$ cat src/rtl/x_uart_rx.sv
// 8N1 UART receiver: 2-flop synchronized pin, mid-bit sampling, valid/ready byte output.
// Define X_UART_RX_MAJORITY_EN to decide each bit by 2-of-3 majority around mid-bit.
module x_uart_rx #(
    parameter int unsigned p_clk_hz = 12000000,
    parameter int unsigned p_baud   = 115200
) (
    input  logic       i_clk,
    input  logic       i_rst_n,
    input  logic       i_rx,
    output logic [7:0] o_data,
    output logic       o_valid,
    input  logic       i_ready,
    output logic       o_frame_err,
    output logic       o_overrun
);

    localparam int unsigned TOP = p_clk_hz / p_baud;
    localparam int unsigned MID = TOP / 2;
    // Width must be able to hold TOP itself, which matters when TOP is a power of two.
    localparam int unsigned TW  = $clog2(TOP + 1);

    localparam logic [TW-1:0] TOP_T = TW'(TOP);
    localparam logic [TW-1:0] MID_T = TW'(MID);

    if (TOP < 8) begin : g_top_check
        $error("x_uart_rx: p_clk_hz / p_baud must be at least 8");
    end

    typedef enum logic [3:0] {
        S_IDLE, S_START,
        S_D0, S_D1, S_D2, S_D3, S_D4, S_D5, S_D6, S_D7,
        S_STOP, S_WAIT_HIGH
    } state_t;

    state_t        state_q, state_d;
    logic [TW-1:0] timer_q, timer_d;
    logic [7:0]    shift_q, shift_d;
    logic [7:0]    data_q, data_d;
    logic          valid_q, valid_d;
    logic          ferr_q, ferr_d;
    logic          ovr_q, ovr_d;
    logic          rx_meta_q, rx_s_q;
    logic          sample_en;
    logic          sample_bit;

`ifdef X_UART_RX_MAJORITY_EN
    localparam logic [TW-1:0] MID_M1 = TW'(MID - 1);
    localparam logic [TW-1:0] MID_P1 = TW'(MID + 1);
    logic [1:0] maj_q, maj_d;
`endif

    always_comb begin
        state_d = state_q;
        timer_d = timer_q;
        shift_d = shift_q;
        data_d  = data_q;
        valid_d = valid_q & ~i_ready;
        ferr_d  = 1'b0;
        ovr_d   = 1'b0;

`ifdef X_UART_RX_MAJORITY_EN
        maj_d = maj_q;
        if (timer_q == MID_M1) maj_d[0] = rx_s_q;
        if (timer_q == MID_T)  maj_d[1] = rx_s_q;
        sample_en  = (timer_q == MID_P1);
        sample_bit = (maj_q[0] & maj_q[1]) | (maj_q[0] & rx_s_q) | (maj_q[1] & rx_s_q);
`else
        sample_en  = (timer_q == MID_T);
        sample_bit = rx_s_q;
`endif

        if (state_q == S_IDLE || state_q == S_WAIT_HIGH) begin
            timer_d = '0;
        end else begin
            timer_d = (timer_q == TOP_T) ? '0 : timer_q + 1'b1;
        end

        case (state_q)
            S_IDLE: begin
                if (!rx_s_q) state_d = S_START;
            end
            S_START: begin
                if (sample_en && sample_bit) begin
                    state_d = S_IDLE;
                    timer_d = '0;
                end else if (timer_q == TOP_T) begin
                    state_d = S_D0;
                end
            end
            S_STOP: begin
                if (sample_en) begin
                    timer_d = '0;
                    if (sample_bit) begin
                        state_d = S_IDLE;
                        // Acceptance in this same cycle frees the holding register.
                        if (!valid_q || i_ready) begin
                            data_d  = shift_q;
                            valid_d = 1'b1;
                        end else begin
                            ovr_d = 1'b1;
                        end
                    end else begin
                        ferr_d  = 1'b1;
                        state_d = S_WAIT_HIGH;
                    end
                end
            end
            S_WAIT_HIGH: begin
                if (rx_s_q) state_d = S_IDLE;
            end
            default: begin
                // Data states: shifting right leaves the first-received bit in bit 0.
                if (sample_en) shift_d = {sample_bit, shift_q[7:1]};
                if (timer_q == TOP_T) state_d = state_t'(state_q + 4'd1);
            end
        endcase
    end

    always_ff @(posedge i_clk or negedge i_rst_n) begin
        if (!i_rst_n) begin
            rx_meta_q <= 1'b1;
            rx_s_q    <= 1'b1;
            state_q   <= S_IDLE;
            timer_q   <= '0;
            shift_q   <= '0;
            data_q    <= '0;
            valid_q   <= 1'b0;
            ferr_q    <= 1'b0;
            ovr_q     <= 1'b0;
`ifdef X_UART_RX_MAJORITY_EN
            maj_q     <= '1;
`endif
        end else begin
            rx_meta_q <= i_rx;
            rx_s_q    <= rx_meta_q;
            state_q   <= state_d;
            timer_q   <= timer_d;
            shift_q   <= shift_d;
            data_q    <= data_d;
            valid_q   <= valid_d;
            ferr_q    <= ferr_d;
            ovr_q     <= ovr_d;
`ifdef X_UART_RX_MAJORITY_EN
            maj_q     <= maj_d;
`endif
        end
    end

    assign o_data      = data_q;
    assign o_valid     = valid_q;
    assign o_frame_err = ferr_q;
    assign o_overrun   = ovr_q;

endmodule

$ cat config.mk
export PLATFORM = sky130hd
export DESIGN_NAME = x_uart_rx
export DESIGN_NICKNAME = d
export VERILOG_FILES = /design/src/rtl/x_uart_rx.sv
export SDC_FILE = /design/constraint.sdc
export NUM_CORES = 1
export LEC_CHECK = 0
export CAP_MARGIN = 0
export CORE_ASPECT_RATIO = 0.6
export CORE_MARGIN = 3
export CORE_UTILIZATION = 40
export DETAILED_ROUTE_END_ITERATION = 16
export SYNTH_ARGS = -nofsm -noshare
export SYNTH_HDL_FRONTEND = slang
export SYNTH_SLANG_ARGS = --single-unit
export TNS_END_PERCENT = 1
$ cat constraint.sdc
create_clock -name i_clk -period 2 [get_ports i_clk]
set_input_delay 0.4 -clock i_clk [delete_from_list [all_inputs] [get_ports i_clk]]
set_output_delay 0.4 -clock i_clk [all_outputs]
set_load 0.01 [all_outputs]
==> key figures <==
Yosys
  • Simple logic cell fraction of the synthesized area: between 10% and 20%
  • Main synth FF type: dfrtp_1
  • Mapped cell area: ~0.0015 sq mm
  • Library cells used by synthesis: 36
  • Synthesized-area fraction occupied by adder cells: under 10%
  • Xor/xnor share of the synthesized area: between 2 and 3%
  • Syn nets: 136
  • Post-synth EDFFs: 0
  • Synth Instances: about 130
  • Multiplexer share of the synthesized area: about 14%
  • Synth async-reset ratio: 100%
  • Complex-gate fraction of the synthesized area: ~7.4%
  • Seq/Total Area, Yosys: between 50% and 60%
  • Yosys warns: 0
  • Flops & latches, synth: 32
  • Combinational family with the most area after synthesis: simple AND/OR/NAND/NOR gates
  • Syn Area/Cell: ~12 sq um

GRT
  • First-pass GRT wire length: approximately 5200 um
  • Initial antenna violation count: 0
  • GRT overflow: 0
  • Global Route Usage Sum: 15.1%
  • Largest net degree at the start of global routing: 33
  • Vias in the first global route: roughly 1,000

Worst setup path
  • Critical path's top delay family: compound AO/OA/AOI/OAI gates
  • CP required: 2.16 ns
  • Critical path startpoint category: register
  • Critical-path maximum fanout: 4
  • Crit-path cells: inv_2 > ha_4 > nor2_2 > a211oi_4 > a21oi_2 > or3_4 > mux2_4
  • Path type of the worst setup path: reg -> reg
  • Slowest cell on crit path: dfrtp_1
  • RR Startpoint: state_q[0]
  • R2R depth: 7
  • R2r setup slk: roughly 0.041 ns
  • Data arrival, critical path: about 2.1 ns
  • CP max stage delay: about 0.41 ns
  • Reg2reg end: state_q[1]
  • WP buf/inv: 1
  • Crit end category: register

Power
  • P_int: roughly 0.00090 W
  • Power Density: between 500 and 600 mW/mm^2
  • Clock power frac: 40.9%
  • Reg power frac: about 57%
  • VDD IR max: roughly 0.28 mV
  • Switching Share: a little over a fifth
  • Pleak: between 0.9 and 1 nW
  • P_sw: around 0.00024 W
  • Comb pwr share: under 10%

Routing
  • Iteration-0 DRC Markers: 76
  • Wirelength per Cell: approximately 15 um
  • ANT nets after route: 0
  • Routed WL: 3160 um
  • Vias per cell: between 5 and 6
  • DR DRC count: 0
  • Routed vias: 1,088
  • DRT Pass-1 Iters: 4

Finish
  • Area Overhead vs Synth: 34.8%
  • Final net count: roughly 180
  • Antenna cells: 0
  • Non-Filler Instances: about 210
  • Filler instances: ~300
  • Share of post-route cells with drive strength above 1: between 40% and 50%

Placed design
  • HPWL Detailed: ~2200 um
  • Cells after DPL: just under 200
  • Dpl ws: -0.0566 ns
  • Routability cong.: between 0.8 and 0.9
  • Port Buffer Count: 14

Clock tree
  • CTS buffer count: 5
  • Root Driver: clkbuf_8
  • Worst-path clk slew: about 0.060 ns
  • Worst skew pair latency: around 0.28 ns
  • Clock tree sinks: 32
  • Clock Path Buffers: 2
  • H-tree depth: 2
  • CTS tree: yes

STA
  • Fmax: 0.510 GHz
  • Sum Neg Setup Slack: 0 ns
  • Worst Slack Setup Final: between 0.04 and 0.05 ns
  • Final worst-path cycle share: a little over nine tenths
  • Worst slew pin tran: around 0.41 ns
  • Min Tclk post-route: approximately 2.0 ns
  • Hold Fails Final Rpt: 0
  • Final setup skew: 0.00400 ns
  • Final slew viol count: 0
  • Final Setup Violations: 0
  • Worst rel slew slack: a little over 70%

Floorplan
  • Die Ht: 53.6 um
  • Initial Utilization: a little over two fifths
  • Die footprint: approximately 0.0046 sq mm
  • FP Rows: 16
  • Die X: between 80 and 90 um
  • Core area: 0.00344 sq mm
  • I/O pin count: 15

Status
  • Status: finished, final reports clean

Hold path
  • Hold/Removal Path Class: reg -> reg
  • Hold_sp: rx_meta_q
  • Worst Hold Path Cells: 0
  • Hold EP: rx_s_q

Run
  • Max-Cap Viols: 0
[how the worst max path moves through the flow]
stage	from	end	slack, ns	cells past startpoint
2_1_floorplan	state_q[0]	state_q[0]	0.01	7
3_3_place_gp	state_q[1]	state_q[0]	-0.03	8
3_5_place_dp	state_q[0]	state_q[0]	-0.06	8
4_1_cts	state_q[0]	state_q[0]	0.008	7
5_1_grt	state_q[0]	shift_q[4]	-0.02	8
6_report	state_q[0]	state_q[1]	0.04	7
[what timing repair did]
item / CTS / global route
gates cloned: 0 / 0
endpoints found under the setup margin: 3 / 25
buffers inserted: 3 / 5
hold buffers: 0 / 0
resized for setup: 3 / 19
hold endpoints to repair: 0 / 0
pin swaps: 1 / 7
[power by group through the flow]
stage               registers [W]  clock network (W)   logic (W)
floorplan                0.000664                  0  0.00000206
global placement         0.000664                  0   0.0000267
detailed placement       0.000664                  0   0.0000270
CTS                      0.000652           0.000489   0.0000275
global route             0.000651           0.000523   0.0000308
finish                   0.000652           0.000469   0.0000268
[flip-flops by register name (all words and copies together), names as in the netlist]
| register | count |
|---|---|
| o_data | 8 |
| shift_q | 8 |
| timer_q | 7 |
| rx_meta_q | 1 |
| o_valid | 1 |
| state_q | 4 |
| o_frame_err | 1 |
| rx_s_q | 1 |
| o_overrun | 1 |
[stage by stage]
| step | area [sq um] | util (%) | power, W | hold slack [ns] |
|---|---|---|---|---|
| finish | 2040 | 59.2 | 0.00115 | 0.356 |
| global route | 2040 | 59.2 | 0.00121 | 0.365 |
| CTS | 1910 | 55.6 | 0.00117 | 0.359 |
| detailed placement | 1800 | 52.2 | 0.000691 | 0.349 |
| global placement | 1800 | 52.2 | 0.000690 | 0.348 |
| floorplan | 1510 | - | 0.000666 | 0.104 |
[cell type report]
cell class,instances,area [sq um],area share (%)
timing repair buffer,36,309,15.2
sequential,32,805,39.4
clock buffer,7,76.3,3.74
tap,45,56.3,2.76
multi-input combinational,85,766,37.5
clock inverter,1,5.00,0.245
inverter,6,22.5,1.10
[cells in the mapped netlist (2+ instances only)]
cell type,count,share of area [%]
xnor2_1,3,1.7
a21oi_1,6,2.0
mux2_4,2,2.0
dfrtp_1,30,50
a31oi_1,3,1.2
xor2_1,2,1.2
nor3_1,2,0.66
inv_1,6,1.5
ha_1,6,5.0
o22ai_1,2,0.83
mux2_2,16,12
nand2_1,4,0.99
nor2_1,13,3.2
nor2b_1,2,0.83
nand3_1,5,1.7
dfstp_2,2,3.5
nor2_2,2,0.83
nand2b_1,2,0.83
[cells by family (layout without fill, tap and decap cells)]
group,Yosys count,in the layout
adders and majority gates,6,6
DFF,32,32
muxes,18,18
buffers and inverters,9,50
AOI/OAI and AO/OA,16,16
and+or+nand+nor,40,40
xor gates and xnor gates,5,5
[routing by layer]
layer	vias to the layer above	global-route usage, %	wire length (um)	part of all wire [%]
met3	5	5.05	186	5.9
met5	-	0	0	0
li1	513	-	-	-
met2	32	21.9	1360	43
met4	0	4.74	43	1.4
met1	538	21.4	1570	50
[placed cells by master, fill, tap and decap left out, types with 2 or more instances in the layout]
| cell type | n |
|---|---|
| o22ai_1 | 2 |
| clkbuf_1 | 2 |
| nor2_2 | 3 |
| clkbuf_8 | 5 |
| inv_2 | 2 |
| nand2b_1 | 2 |
| nor2_1 | 12 |
| mux2_4 | 2 |
| buf_4 | 21 |
| clkdlybuf4s50_1 | 14 |
| nor2b_1 | 2 |
| inv_1 | 4 |
| dfstp_2 | 2 |
| nand3_1 | 4 |
| dfrtp_1 | 29 |
| ha_1 | 2 |
| a31oi_1 | 3 |
| nand2_1 | 4 |
| a21oi_1 | 5 |
| ha_4 | 4 |
| xnor2_1 | 3 |
| mux2_2 | 16 |
| xor2_1 | 2 |
Note: power is estimated with default switching activity, not from simulation.
